File: config.mk
export PLATFORM = sky130hd
export DESIGN_NAME = ld3320_cmd_sequencer
export DESIGN_NICKNAME = d
export VERILOG_FILES = /design/src/rtl/ld3320_pkg.sv /design/src/rtl/ld3320_ms_tick.sv /design/src/rtl/ld3320_cmd_sequencer.sv
export SDC_FILE = /design/constraint.sdc
export NUM_CORES = 1
export LEC_CHECK = 0
export CAP_MARGIN = 15
export CORE_UTILIZATION = 54
export CTS_CLUSTER_DIAMETER = 150
export CTS_CLUSTER_SIZE = 12
export DETAILED_ROUTE_END_ITERATION = 8
export PLACE_DENSITY = 0.76
export SETUP_SLACK_MARGIN = 0.3
export SLEW_MARGIN = 0
export SYNTH_ARGS = -nofsm -noshare
export SYNTH_HDL_FRONTEND = slang
export SYNTH_SLANG_ARGS = --single-unit
File: constraint.sdc
create_clock -name clk -period 3.2 [get_ports clk]
set_input_delay 0.64 -clock clk [delete_from_list [all_inputs] [get_ports clk]]
set_output_delay 0.64 -clock clk [all_outputs]
set_load 0.02 [all_outputs]
File: src/rtl/ld3320_pkg.sv
// ld3320_pkg: shared opcodes, command-entry layout and sequencer state encoding
// for the LD3320 command sequencer.
package ld3320_pkg;

    localparam logic [1:0] OP_WR   = 2'd0;
    localparam logic [1:0] OP_POLL = 2'd1;
    localparam logic [1:0] OP_DLY  = 2'd2;
    localparam logic [1:0] OP_END  = 2'd3;

    localparam int ENT_W   = 26;
    localparam int OP_HI   = 25;
    localparam int OP_LO   = 24;
    localparam int ADDR_HI = 23;
    localparam int ADDR_LO = 16;
    localparam int DATA_HI = 15;
    localparam int DATA_LO = 8;
    localparam int MASK_HI = 7;
    localparam int MASK_LO = 0;

    typedef struct packed {
        logic [1:0] op;
        logic [7:0] addr;
        logic [7:0] data;
        logic [7:0] mask;
    } cmd_entry_t;

    typedef enum logic [9:0] {
        S_IDLE     = 10'b00_0000_0001,
        S_FETCH    = 10'b00_0000_0010,
        S_DECODE   = 10'b00_0000_0100,
        S_ISSUE    = 10'b00_0000_1000,
        S_WAIT_BUS = 10'b00_0001_0000,
        S_CHECK    = 10'b00_0010_0000,
        S_DELAY    = 10'b00_0100_0000,
        S_NEXT     = 10'b00_1000_0000,
        S_DONE     = 10'b01_0000_0000,
        S_ERR      = 10'b10_0000_0000
    } seq_state_t;

    // A poll succeeds when the masked read value equals the masked expected value.
    function automatic logic poll_match(input logic [7:0] rdata,
                                        input logic [7:0] data,
                                        input logic [7:0] mask);
        return (rdata & mask) == (data & mask);
    endfunction

endpackage

File: src/rtl/ld3320_ms_tick.sv
// ld3320_ms_tick: free-running millisecond tick. A restart reloads the divider
// so the first millisecond after a restart is full length.
module ld3320_ms_tick #(
    parameter int CLK_FREQ_HZ = 50000000
) (
    input  logic clk,
    input  logic rst_n,
    input  logic restart,
    output logic tick
);

    localparam int DIV = (CLK_FREQ_HZ / 1000 > 0) ? CLK_FREQ_HZ / 1000 : 1;
    localparam int CW  = (DIV > 1) ? $clog2(DIV) : 1;
    localparam logic [CW-1:0] RELOAD = CW'(DIV - 1);

    logic [CW-1:0] cnt;

    // Down-counter; terminal count marks the tick and reloads the divider.
    always_ff @(posedge clk or negedge rst_n) begin
        if (!rst_n) begin
            cnt <= RELOAD;
        end else if (restart || cnt == '0) begin
            cnt <= RELOAD;
        end else begin
            cnt <= cnt - 1'b1;
        end
    end

    assign tick = (cnt == '0);

endmodule

File: src/rtl/ld3320_cmd_sequencer.sv
// ld3320_cmd_sequencer: walks a command table held in an external synchronous
// ROM and drives the LD3320 parallel-bus driver handshake.
// Optional build macro: LD3320_SEQ_READBACK_EN - every write is followed by a
// read of the same register; a differing value ends the sequence in error.
//
// state    | meaning
// IDLE     | waiting for start
// FETCH    | ROM address presented, data arrives next cycle
// DECODE   | latch entry, dispatch on opcode
// ISSUE    | one-cycle bus_ena pulse
// WAIT_BUS | bus fields held until bus_done
// CHECK    | evaluate write / poll result
// DELAY    | millisecond wait (DLY entry or poll retry gap)
// NEXT     | advance table index
// DONE     | seq_done pulse
// ERR      | seq_err pulse, err_idx captured
module ld3320_cmd_sequencer
    import ld3320_pkg::*;
#(
    parameter int CLK_FREQ_HZ = 50000000,
    parameter int ROM_AW      = 6,
    parameter int POLL_MAX    = 100,
    parameter int POLL_GAP_MS = 1
) (
    input  logic              clk,
    input  logic              rst_n,
    input  logic              start,
    input  logic [ROM_AW-1:0] start_idx,
    output logic              busy,
    output logic              seq_done,
    output logic              seq_err,
    output logic [ROM_AW-1:0] err_idx,
    output logic [7:0]        last_rdata,
    output logic [ROM_AW-1:0] rom_addr,
    input  logic [25:0]       rom_data,
    output logic              bus_ena,
    output logic              bus_sel,
    output logic [7:0]        bus_addr,
    output logic [7:0]        bus_wdata,
    input  logic [7:0]        bus_rdata,
    input  logic              bus_data_ready,
    input  logic              bus_done
);

    localparam int PCW = $clog2(POLL_MAX + 1);
    localparam logic [PCW:0] POLL_LIMIT = (PCW + 1)'(POLL_MAX);
    localparam logic [15:0]  POLL_GAP   = 16'(POLL_GAP_MS);

    seq_state_t     state, state_nxt;
    cmd_entry_t     rom_ent;
    logic [1:0]     ent_op;
    logic [7:0]     ent_data;
    logic [7:0]     ent_mask;
    logic [15:0]    dly_cnt;
    logic           dly_retry;
    logic [PCW-1:0] poll_cnt;
    logic [PCW:0]   poll_inc;
    logic           poll_hit;
    logic           ms_tick;
    logic           tick_restart;
`ifdef LD3320_SEQ_READBACK_EN
    logic           rb_phase;
`endif

    assign rom_ent      = cmd_entry_t'(rom_data);
    assign poll_inc     = {1'b0, poll_cnt} + 1'b1;
    assign poll_hit     = poll_match(last_rdata, ent_data, ent_mask);
    assign bus_ena      = (state == S_ISSUE);
    assign seq_done     = (state == S_DONE);
    assign seq_err      = (state == S_ERR);
    assign tick_restart = (state != S_DELAY) && (state_nxt == S_DELAY);

    ld3320_ms_tick #(
        .CLK_FREQ_HZ(CLK_FREQ_HZ)
    ) u_ms_tick (
        .clk     (clk),
        .rst_n   (rst_n),
        .restart (tick_restart),
        .tick    (ms_tick)
    );

    // State register.
    always_ff @(posedge clk or negedge rst_n) begin
        if (!rst_n) begin
            state <= S_IDLE;
        end else begin
            state <= state_nxt;
        end
    end

    // Next-state decode; bus_done only matters while waiting on the bus.
    always_comb begin
        state_nxt = state;
        case (state)
            S_IDLE: begin
                if (start) state_nxt = S_FETCH;
            end
            S_FETCH: state_nxt = S_DECODE;
            S_DECODE: begin
                case (rom_ent.op)
                    OP_WR, OP_POLL: state_nxt = S_ISSUE;
                    OP_DLY: begin
                        if ({rom_ent.addr, rom_ent.data} == 16'd0) state_nxt = S_NEXT;
                        else                                        state_nxt = S_DELAY;
                    end
                    default: state_nxt = S_DONE;
                endcase
            end
            S_ISSUE: state_nxt = S_WAIT_BUS;
            S_WAIT_BUS: begin
                if (bus_done) state_nxt = S_CHECK;
            end
            S_CHECK: begin
                if (ent_op == OP_WR) begin
`ifdef LD3320_SEQ_READBACK_EN
                    if (!rb_phase)                   state_nxt = S_ISSUE;
                    else if (last_rdata != ent_data) state_nxt = S_ERR;
                    else                             state_nxt = S_NEXT;
`else
                    state_nxt = S_NEXT;
`endif
                end else if (poll_hit) begin
                    state_nxt = S_NEXT;
                end else if (poll_inc >= POLL_LIMIT) begin
                    state_nxt = S_ERR;
                end else if (POLL_GAP == 16'd0) begin
                    state_nxt = S_ISSUE;
                end else begin
                    state_nxt = S_DELAY;
                end
            end
            S_DELAY: begin
                if (ms_tick && dly_cnt <= 16'd1) state_nxt = dly_retry ? S_ISSUE : S_NEXT;
            end
            S_NEXT:  state_nxt = S_FETCH;
            S_DONE:  state_nxt = S_IDLE;
            S_ERR:   state_nxt = S_IDLE;
            default: state_nxt = S_IDLE;
        endcase
    end

    // Datapath: table index, latched entry, bus fields, counters and status.
    always_ff @(posedge clk or negedge rst_n) begin
        if (!rst_n) begin
            busy       <= 1'b0;
            err_idx    <= '0;
            last_rdata <= 8'h00;
            rom_addr   <= '0;
            bus_sel    <= 1'b0;
            bus_addr   <= 8'h00;
            bus_wdata  <= 8'h00;
            ent_op     <= OP_WR;
            ent_data   <= 8'h00;
            ent_mask   <= 8'h00;
            dly_cnt    <= 16'd0;
            dly_retry  <= 1'b0;
            poll_cnt   <= '0;
`ifdef LD3320_SEQ_READBACK_EN
            rb_phase   <= 1'b0;
`endif
        end else begin
            case (state)
                S_IDLE: begin
                    if (start) begin
                        busy     <= 1'b1;
                        rom_addr <= start_idx;
                        err_idx  <= '0;
                        poll_cnt <= '0;
                    end
                end
                S_DECODE: begin
                    ent_op   <= rom_ent.op;
                    ent_data <= rom_ent.data;
                    ent_mask <= rom_ent.mask;
`ifdef LD3320_SEQ_READBACK_EN
                    rb_phase <= 1'b0;
`endif
                    if (rom_ent.op == OP_WR || rom_ent.op == OP_POLL) begin
                        bus_sel   <= (rom_ent.op == OP_WR);
                        bus_addr  <= rom_ent.addr;
                        bus_wdata <= rom_ent.data;
                    end
                    if (rom_ent.op == OP_DLY) begin
                        dly_cnt   <= {rom_ent.addr, rom_ent.data};
                        dly_retry <= 1'b0;
                    end
                end
                S_WAIT_BUS: begin
                    if (bus_done && !bus_sel && bus_data_ready) last_rdata <= bus_rdata;
                end
                S_CHECK: begin
`ifdef LD3320_SEQ_READBACK_EN
                    if (ent_op == OP_WR && !rb_phase) begin
                        rb_phase <= 1'b1;
                        bus_sel  <= 1'b0;
                    end
`endif
                    if (ent_op == OP_POLL && !poll_hit) begin
                        poll_cnt  <= poll_cnt + 1'b1;
                        dly_cnt   <= POLL_GAP;
                        dly_retry <= 1'b1;
                    end
                    if (state_nxt == S_ERR) err_idx <= rom_addr;
                end
                S_DELAY: begin
                    if (ms_tick) dly_cnt <= dly_cnt - 1'b1;
                end
                S_NEXT: begin
                    rom_addr <= rom_addr + 1'b1;
                    poll_cnt <= '0;
                end
                S_DONE: busy <= 1'b0;
                S_ERR:  busy <= 1'b0;
                default: ;
            endcase
        end
    end

endmodule

==> out/results.tsv, run 1 <==
stage	metric	value	unit
status	status	finished clean	
logic_synthesis	Ys Warns	0	
floorplanning	initial cell density of the core	55.6	%
sta	clk_skew	0.0157	ns
clock_tree	# hold bufs at CTS	0	
sta	fmax	353	MHz
logic_synthesis	#FFs+latches synth	106	
placed_design	Place WS	0.268	ns
clock_tree	CTS Root Cell	clkbuf_8	
placed_design	DPL Wire Length	9.68	mm
sta	RSZ-0062 raised after global routing	false	
global_routing	initial antenna violation count	0	
finish	layout cells sized above 1	17.9	%
run	MaxCap Viol Count	0	
logic_synthesis	most frequent cell after synthesis	dfrtp_1	
global_routing	vias in the first global route	4489	
floorplanning	Row Count	36	
clock_tree	clk slew on worst S/H paths	0.11	ns
sta	Worst-Margin Slew	0.869	ns
logic_synthesis	Synth Net Count	577	
sta	final hold viol count	0	
clock_tree	H-tree depth	3	
worst_setup_path	CP Class	flip-flop to primary output	
detailed_routing	post-route ant nets	0	
floorplanning	Die Ht	102	um
sta	Setup-failing EPs final	0	
detailed_routing	Via Count	4552	
detailed_routing	met2 wire length	6.48	mm
clock_tree	later-pin clock latency in the skew report	0.37	ns
placed_design	DP Cell Count	738	
sta	Tmin final	2.83	ns
placed_design	area post-placement	6480	um2
global_routing	Total GRT Usage	26.9	%
clock_tree	TritonCTS clock tree	built	
logic_synthesis	cells after synthesis	526	
detailed_routing	post-DR wirelength/cell	17.6	um
logic_synthesis	cell taking the most area after synthesis	dfrtp_1	
logic_synthesis	Synth Area per Inst	10.3	um2
sta	Final period util	88.5	%
finish	Multi-input gate area	2620	um2
detailed_routing	Pre-antenna DRT Iters	5	
floorplanning	Chip Width	102	um
global_routing	grt total ovfl	0	
worst_setup_path	r2r startpoint	state[8]$_DFF_PN0_	
worst_setup_path	crit start category	flip-flop	
power_and_ir_drop	Worst IR Drop VDD	0.000584	V
logic_synthesis	Seq/Total Area, Yosys	49.1	%
logic_synthesis	synthesized area	5430	um2
sta	Worst slew margin	41.8	%
placed_design	GPL Wtd Cong	0.943	
detailed_routing	met3 wire length	643	um
global_routing	largest net degree at the start of global routing	63	
worst_setup_path	Worst Path Required	2.56	ns
finish	synth-to-layout area growth	23.4	%
detailed_routing	DRT Wirelength	13.3	mm
power_and_ir_drop	P_leak	2.85	nW
finish	fin area	6700	um2
logic_synthesis	library cells used by synthesis	70	
worst_setup_path	Worst setup EP type	primary output	
finish	n_diodes	0	
detailed_routing	DRC	0	
finish	Final #Nets	670	
detailed_routing	highest routed layer	met4	
finish	FF/Latch Area	2670	um2
logic_synthesis	most frequent cells after synthesis	dfrtp_1, mux2_2, o21ai_0	
sta	fin. max-slew vios	0	
sta	Setup TNS	0	ns
sta	final setup margin	0.368	ns
logic_synthesis	ranking of synthesized cells by area	dfrtp_1, mux2_2, dfstp_2	
detailed_routing	Vias/cell	6.01	
logic_synthesis	Post-synth EDFFs	0	
finish	# fillers	802	
logic_synthesis	ys flop type	dfrtp_1	
clock_tree	Num CTS Buffers	9	
clock_tree	clk buf depth	2	
worst_setup_path	WP data arrival	2.19	ns
hold_path	Worst Hold Class	primary input to asynchronous set/reset pin	
power_and_ir_drop	PD cells	709	nW/um2
logic_synthesis	asr flop ratio synth	100	%
worst_setup_path	crit path from	state[8]$_DFF_PN0_	
floorplanning	IO Pins	86	
floorplanning	die area	10500	um2
placed_design	# port buffers	85	
worst_setup_path	worst-path fanout max	6	
logic_synthesis	share of the synthesized area in the top cell type	44.2	%
detailed_routing	1st-iter DRT viols	248	
power_and_ir_drop	Pwr Total	4.75	mW
clock_tree	CTS Sinks	106	
floorplanning	Core Box Area	9770	um2
global_routing	first-pass GRT wire length	21.7	mm
detailed_routing	M1 WL	5.95	mm
finish	fin cells	757	
## layer usage
layer | up-vias | global-route usage (%)
li1 | 2133 | -
met2 | 148 | 45.0
met5 | - | 0
met1 | 2250 | 35.8
met4 | 0 | 8.79
met3 | 21 | 4.72
## sequential cells by signal, indices dropped and copies added (netlist names)
| name | count |
|---|---|
| rom_addr | 6 |
| busy | 1 |
| last_rdata | 8 |
| bus_addr | 8 |
| ent_mask | 8 |
| dly_retry | 1 |
| err_idx | 6 |
| ent_data | 8 |
| u_ms_tick.cnt | 16 |
| poll_cnt | 7 |
| bus_wdata | 8 |
| state | 10 |
| bus_sel | 1 |
| ent_op | 2 |
| dly_cnt | 16 |
## critical path: stages (launching register included)
cell             delay (ns)
dfrtp_2                0.45
or4_4                  0.57
or3_4                  0.41
nor2_1                 0.13
clkdlybuf4s15_2        0.27
## through the flow
step | util [%] | hold WS (ns)
6_report | 68.6 | 0.355
5_1_grt | 68.6 | 0.408
4_1_cts | 68.3 | 0.375
3_5_place_dp | 66.3 | 0.471
3_3_place_gp | 66.3 | 0.465
2_1_floorplan | - | 0.344
## layout make-up
class,count,share of cell area [%]
clock inverters,7,1.01
clock buffers,9,1.85
repair buffers,106,15.1
multi-input cells,383,39.1
inverters,13,0.728
well taps,133,2.48
flip-flops and latches,106,39.8
## placed cells by master (no fill, tap or decap), types with 8 or more instances in the layout
cell type	Yosys	routed
nand3_1	12	12
clkdlybuf4s50_1	0	81
nand2_1	39	39
nor4_1	13	12
nor2_1	34	34
nand4_1	10	10
xor2_1	12	12
dfrtp_1	96	94
clkbuf_8	0	9
a22oi_1	10	10
a21oi_1	22	22
nand2b_1	12	12
or3_1	11	10
and2_1	8	8
o21ai_0	40	40
inv_1	13	13
xnor2_1	11	11
nor3_1	15	15
buf_4	2	21
a31oi_1	9	9
dfstp_2	10	10
mux2_2	42	42
## final timing paths
check | to | slack [ns] | depth (start not counted)
max in group asynchronous | u_ms_tick.cnt[0]$_DFF_PN1_ | 2.07 | 2
min | u_ms_tick.cnt[12]$_DFF_PN0_ | 0.36 | 1
min reg2reg | u_ms_tick.cnt[0]$_DFF_PN1_ | 0.49 | 1
min in group clk | u_ms_tick.cnt[0]$_DFF_PN1_ | 0.49 | 1
max | bus_ena | 0.37 | 4
max reg2reg | dly_cnt[15]$_DFFE_PN0P_ | 0.48 | 6
## cells by family (layout without fill, tap and decap cells)
group	after synthesis	in the layout	synth area share [%]
xor+xnor	23	23	3.71
mux	45	45	9.26
simple gates	190	190	19.6
fa+ha+maj	6	6	1.38
flops	106	106	49.1
compound gates	119	119	14.0
buf+inv	37	135	3.06
## report_power, final
| part | switching, mW | internal, mW | total [mW] |
|---|---|---|---|
| clock network | 0.507 | 0.305 | 0.813 |
| registers | 0.368 | 1.80 | 2.17 |
| logic | 0.882 | 0.887 | 1.77 |
| total | 1.76 | 2.99 | 4.75 |
## repair_timing
action,4_1_cts,5_1_grt
resized for setup,11,6
setup endpoints to repair,3,3
pin swaps,0,1
setup buffers,0,3
Power figures use the tool's default switching activity.
==> inputs of run 2 (changes only) <==
clock period = 3.1 ns   (was 3.2 ns; I/O delays follow)
==> out/results.tsv, run 2 (synthesis results as in run 1) <==
stage	metric	value	unit
sta	clk_skew	0.0179	ns
hold_path	Worst Hold Class	primary input to asynchronous set/reset pin	
clock_tree	# hold bufs at CTS	0	
placed_design	GPL Wtd Cong	0.935	
detailed_routing	1st-iter DRT viols	268	
sta	Final period util	88.5	%
clock_tree	TritonCTS clock tree	built	
global_routing	vias in the first global route	4497	
detailed_routing	Vias/cell	6.04	
placed_design	DPL Wire Length	9.69	mm
floorplanning	initial cell density of the core	55.6	%
floorplanning	Core Box Area	9770	um2
detailed_routing	DRT Wirelength	13.4	mm
power_and_ir_drop	Clock Power Share	16.8	%
placed_design	# port buffers	85	
sta	Worst-Margin Slew	0.790	ns
sta	Tmin final	2.74	ns
global_routing	initial antenna violation count	0	
run	MaxCap Viol Count	0	
finish	n_diodes	0	
floorplanning	IO Pins	86	
sta	Worst slew margin	47.1	%
floorplanning	die area	10500	um2
power_and_ir_drop	Worst IR Drop VDD	0.000454	V
sta	final hold viol count	0	
worst_setup_path	CP peak stage delay	0.46	ns
global_routing	Total GRT Usage	27.6	%
floorplanning	Chip Width	102	um
power_and_ir_drop	combinational share of power	37.7	%
detailed_routing	post-route ant nets	0	
worst_setup_path	Worst setup EP type	primary output	
power_and_ir_drop	Sw Ratio	37.0	%
detailed_routing	Pre-antenna DRT Iters	5	
clock_tree	H-tree depth	3	
global_routing	first-pass GRT wire length	22.3	mm
clock_tree	CTS Root Cell	clkbuf_8	
finish	fin util	69.1	%
power_and_ir_drop	P_sw	1.81	mW
sta	fmax	364	MHz
floorplanning	Row Count	36	
clock_tree	Num CTS Buffers	9	
detailed_routing	Via Count	4608	
floorplanning	Die Ht	102	um
power_and_ir_drop	Reg power frac	45.5	%
power_and_ir_drop	Internal	3.09	mW
power_and_ir_drop	Pwr Total	4.90	mW
sta	final setup margin	0.356	ns
worst_setup_path	WP data arrival	2.12	ns
detailed_routing	DRC	0	
clock_tree	CTS Sinks	106	
finish	Final #Nets	676	
finish	synth-to-layout area growth	24.4	%
worst_setup_path	crit start category	flip-flop	
finish	Top Registers	dly_cnt x16, u_ms_tick.cnt x16, state x10	
clock_tree	clk slew on worst S/H paths	0.11	ns
global_routing	largest net degree at the start of global routing	52	
sta	fin. max-slew vios	0	
finish	commonest non-fill, non-tap cells in the layout	dfrtp_1, clkdlybuf4s50_1, mux2_2, o21ai_0, nand2_1	
finish	# fillers	779	
power_and_ir_drop	P_leak	2.87	nW
sta	RSZ-0062 raised after global routing	true	
worst_setup_path	CP Class	flip-flop to primary output	
global_routing	grt total ovfl	0	
sta	Setup-failing EPs final	0	
sta	Setup TNS	0	ns
worst_setup_path	Worst Path Required	2.48	ns
finish	layout cells sized above 1	19.0	%
detailed_routing	post-DR wirelength/cell	17.6	um
power_and_ir_drop	PD cells	726	nW/um2
status	status	finished clean	
clock_tree	later-pin clock latency in the skew report	0.38	ns
worst_setup_path	crit path max-delay cell type	dfrtp_2	
finish	commonest non-fill, non-tap cell in the layout	dfrtp_1	
worst_setup_path	crit path cell chain	nor4_4 -> nand2_1 -> or3_1 -> nor3b_2 -> clkdlybuf4s15_2	
worst_setup_path	worst-path fanout max	6	
placed_design	Place WS	0.277	ns
clock_tree	clk buf depth	2	
## run 2: path summary, 6_finish.rpt
| path | startpoint | to | slack, ns | depth (start not counted) |
|---|---|---|---|---|
| worst min-delay path | rst_n | u_ms_tick.cnt[13]$_DFF_PN0_ | 0.26 | 1 |
| min in group clk | u_ms_tick.cnt[0]$_DFF_PN1_ | u_ms_tick.cnt[0]$_DFF_PN1_ | 0.50 | 1 |
| max in group asynchronous | rst_n | ent_data[1]$_DFFE_PN0P_ | 2.06 | 2 |
| worst min register to register | u_ms_tick.cnt[0]$_DFF_PN1_ | u_ms_tick.cnt[0]$_DFF_PN1_ | 0.50 | 1 |
| worst max register to register | state[0]$_DFF_PN1_ | dly_cnt[7]$_DFFE_PN0P_ | 0.54 | 6 |
| worst max-delay path | state[7]$_DFF_PN0_ | seq_err | 0.36 | 5 |
## run 2: critical path, delay by kind of cell (launching register included)
family | cells | cell delay (ns)
buffers and inverters | 1 | 0.29
flip-flops | 1 | 0.46
AND/OR/NAND/NOR | 4 | 1.02
## run 2: metal layers
metal	share of wire (%)	track usage, %	vias to the layer above
li1	-	-	2141
met1	43	37.4	2251
met2	49	43.9	185
met3	6.1	6.50	31
met4	1.7	8.68	0
met5	0	0	-
## run 2: cell type report
cell class / count / area [um2] / share of cell area [%]
sequential: 106 / 2670 / 39.5
multi-input combinational: 383 / 2630 / 38.9
timing repair buffer: 112 / 1060 / 15.7
tap: 133 / 166 / 2.46
clock buffer: 9 / 124 / 1.83
clock inverter: 7 / 61.3 / 0.908
inverter: 13 / 48.8 / 0.722
## run 2: power by group through the flow
stage,Combinational [mW],Clock [mW],Sequential [mW]
detailed placement,1.82,0,2.25
global placement,1.76,0,2.23
CTS,1.85,0.838,2.22
global route,2.03,0.891,2.29
finish,1.85,0.825,2.23
floorplan,0.970,0,2.34
## run 2: metrics by stage
stage	cell area [um2]	hold WS [ns]	cells
after floorplan	5430	0.324	526
after global placement	6540	0.463	746
after detailed placement	6540	0.482	746
after CTS	6740	0.287	763
after global routing	6760	0.320	763
final	6760	0.257	763
## run 2: what timing repair did
item                       4_1_cts  5_1_grt
gates resized for setup         13        6
pin swaps                        0        1
setup endpoints to repair        3        3
buffers inserted                 1        0
==> RTL change, RTL diff (flow settings as in run 1) <==
Put one more register stage on the output `err_idx`, with the module's reset. The value now appears one clock later. The other outputs are not delayed to match.
--- a/src/rtl/ld3320_cmd_sequencer.sv
+++ b/src/rtl/ld3320_cmd_sequencer.sv
@@ -48,2 +48,4 @@
 
+    logic [ROM_AW-1:0] err_idx_s0;
+
     seq_state_t     state, state_nxt;
@@ -145,3 +147,3 @@
             busy       <= 1'b0;
-            err_idx    <= '0;
+            err_idx_s0 <= '0;
             last_rdata <= 8'h00;
@@ -166,3 +168,3 @@
                         rom_addr <= start_idx;
-                        err_idx  <= '0;
+                        err_idx_s0 <= '0;
                         poll_cnt <= '0;
@@ -202,3 +204,3 @@
                     end
-                    if (state_nxt == S_ERR) err_idx <= rom_addr;
+                    if (state_nxt == S_ERR) err_idx_s0 <= rom_addr;
                 end
@@ -218,2 +220,10 @@
 
+    always_ff @(posedge clk or negedge rst_n) begin
+        if (!rst_n) begin
+            err_idx <= '0;
+        end else begin
+            err_idx <= err_idx_s0;
+        end
+    end
+
 endmodule
Behaviour: same outputs for any inputs over 10 cycles, from zero or initial values and one cycle with rst_n low; that may be too few to reach the edited logic, so the function may still have changed.
==> RTL change against run 1 <==
- clock power up 5.3%
- worst setup slack improved by 0.0095 ns
- sequential cell count is 6 higher
- power is 3.0% higher
- critical path depth did not move
- design area grew 1.3%
- hold slack worse by 0.13 ns
- sequential share of layout area rose by 1.7 points
- clock skew increased by 0.0026 ns
- routed wire length decreased by 1.7%
- area after synthesis grew 2.6%
- synthesized cell count decreased by 0.38%
- count of clock-buffer cells in the layout unchanged
- sequential power increased by 4%
- largest cell class unchanged
- highest routed layer unchanged
==> RTL change: results (changes against run 1) <==
- Placed cell count: 733 (was 738)
- Die X: 104 um (was 102 um)
- Clk pwr share: 17.5% (was 17.1%)
- Share of cells above drive strength 1: 16.2% (was 17.9%)
- Global routing usage on met2: 40.4% (was 45.0%)
- First-pass GRT wire length: 21900 um (was 21700 um)
- Multi-input logic portion of the cell area: 38.7% (was 39.1%)
- Worst r2r dst: dly_cnt[14] (was dly_cnt[15])
- Crit Path Max Fanout: 8 (was 6)
- DR WL/cell: 17.5 um (was 17.6 um)
- Post-synthesis sequential area ratio: 50.5% (was 49.1%)
- CP peak stage delay: 0.49 ns (was 0.57 ns)
- Post-synth top cells: 102 x dfrtp_1, 40 x nor2_1, 39 x mux2_2 (was 96 x dfrtp_1, 42 x mux2_2, 40 x o21ai_0)
- Seq_cells: 112 (was 106)
- GRT Total Usage: 25.4% (was 26.9%)
- Worst r2r path cells: 8 (was 6)
- Signal buffers share of area: 13.4% (was 15.1%)
- Met1 usage: 35.3% (was 35.8%)
- Gate power share: 36.2% (was 37.2%)
- Non-clk invs: 17 (was 13)
- Setup Slack @ Placement: 0.274 ns (was 0.268 ns)
- Post-DP Area: 6560 um^2 (was 6480 um^2)
- Leading post-synthesis cells by cell area: dfrtp_1 46%, mux2_2 7.9%, dfstp_2 4.7%, nor2_1 2.7%, nand2_1 2.6% (was dfrtp_1 44%, mux2_2 8.7%, dfstp_2 4.8%, o21ai_0 3.7%, nand2_1 2.7%)
- Run status: finished clean (unchanged)
- PostCTS Resize Cnt: 9 (was 11)
- Fill count: 753 (was 802)
- Drt pass-1 iters: 8 (was 5)
- Vias in the first global route: 4358 (was 4489)
- Routed met2 length: 6310 um (was 6480 um)
- Dpl hpwl: 9280 um (was 9680 um)
- Synth Area per Inst: 10.6 um^2 (was 10.3 um^2)
- Clock tree cell share of total cell area: 2.93% (was 2.86%)
- Detail Route met3 WL: 835 um (was 643 um)
- Worst reg2reg startpoint: dly_cnt[0] (was state[8])
- Worst skew pair latency: 0.40 ns (was 0.37 ns)
- Reg-to-reg slack, setup: 0.59 ns (was 0.48 ns)
- Leakage: 2.92 nW (was 2.85 nW)
- Finished Layout Cells: 749 (was 757)
==> RTL change: kinds of logic (layout without fill, tap and decap cells) <==
family,count (synthesis),count (layout),synth area share (%)
flip-flops,112,112,50.5
AND/OR/NAND/NOR,188,188,18.6
XOR/XNOR,23,23,3.62
buffers and inverters,34,126,2.92
AO/OA/AOI/OAI,110,110,12.8
adder cells (fa/ha/maj),7,7,1.53
multiplexers,50,50,9.93
==> RTL change: worst reg2reg max path: cells and delay by family, from the launching register on <==
kind                       cells  cell delay [ns]
buffers and inverters          1             0.08
adders and majority gates      1             0.29
AOI/OAI and AO/OA              3             0.36
and+or+nand+nor                3             1.31
DFF                            1             0.46
==> RTL change: how the worst max path moves through the flow <==
stage                         from  endpoint  slack [ns]
after floorplan           state[5]  seq_done        0.65
after global placement    state[1]  seq_done        0.36
after detailed placement  state[1]  seq_done        0.27
after CTS                 state[1]  seq_done        0.29
after global routing      state[7]   seq_err        0.31
final                     state[1]  seq_done        0.38
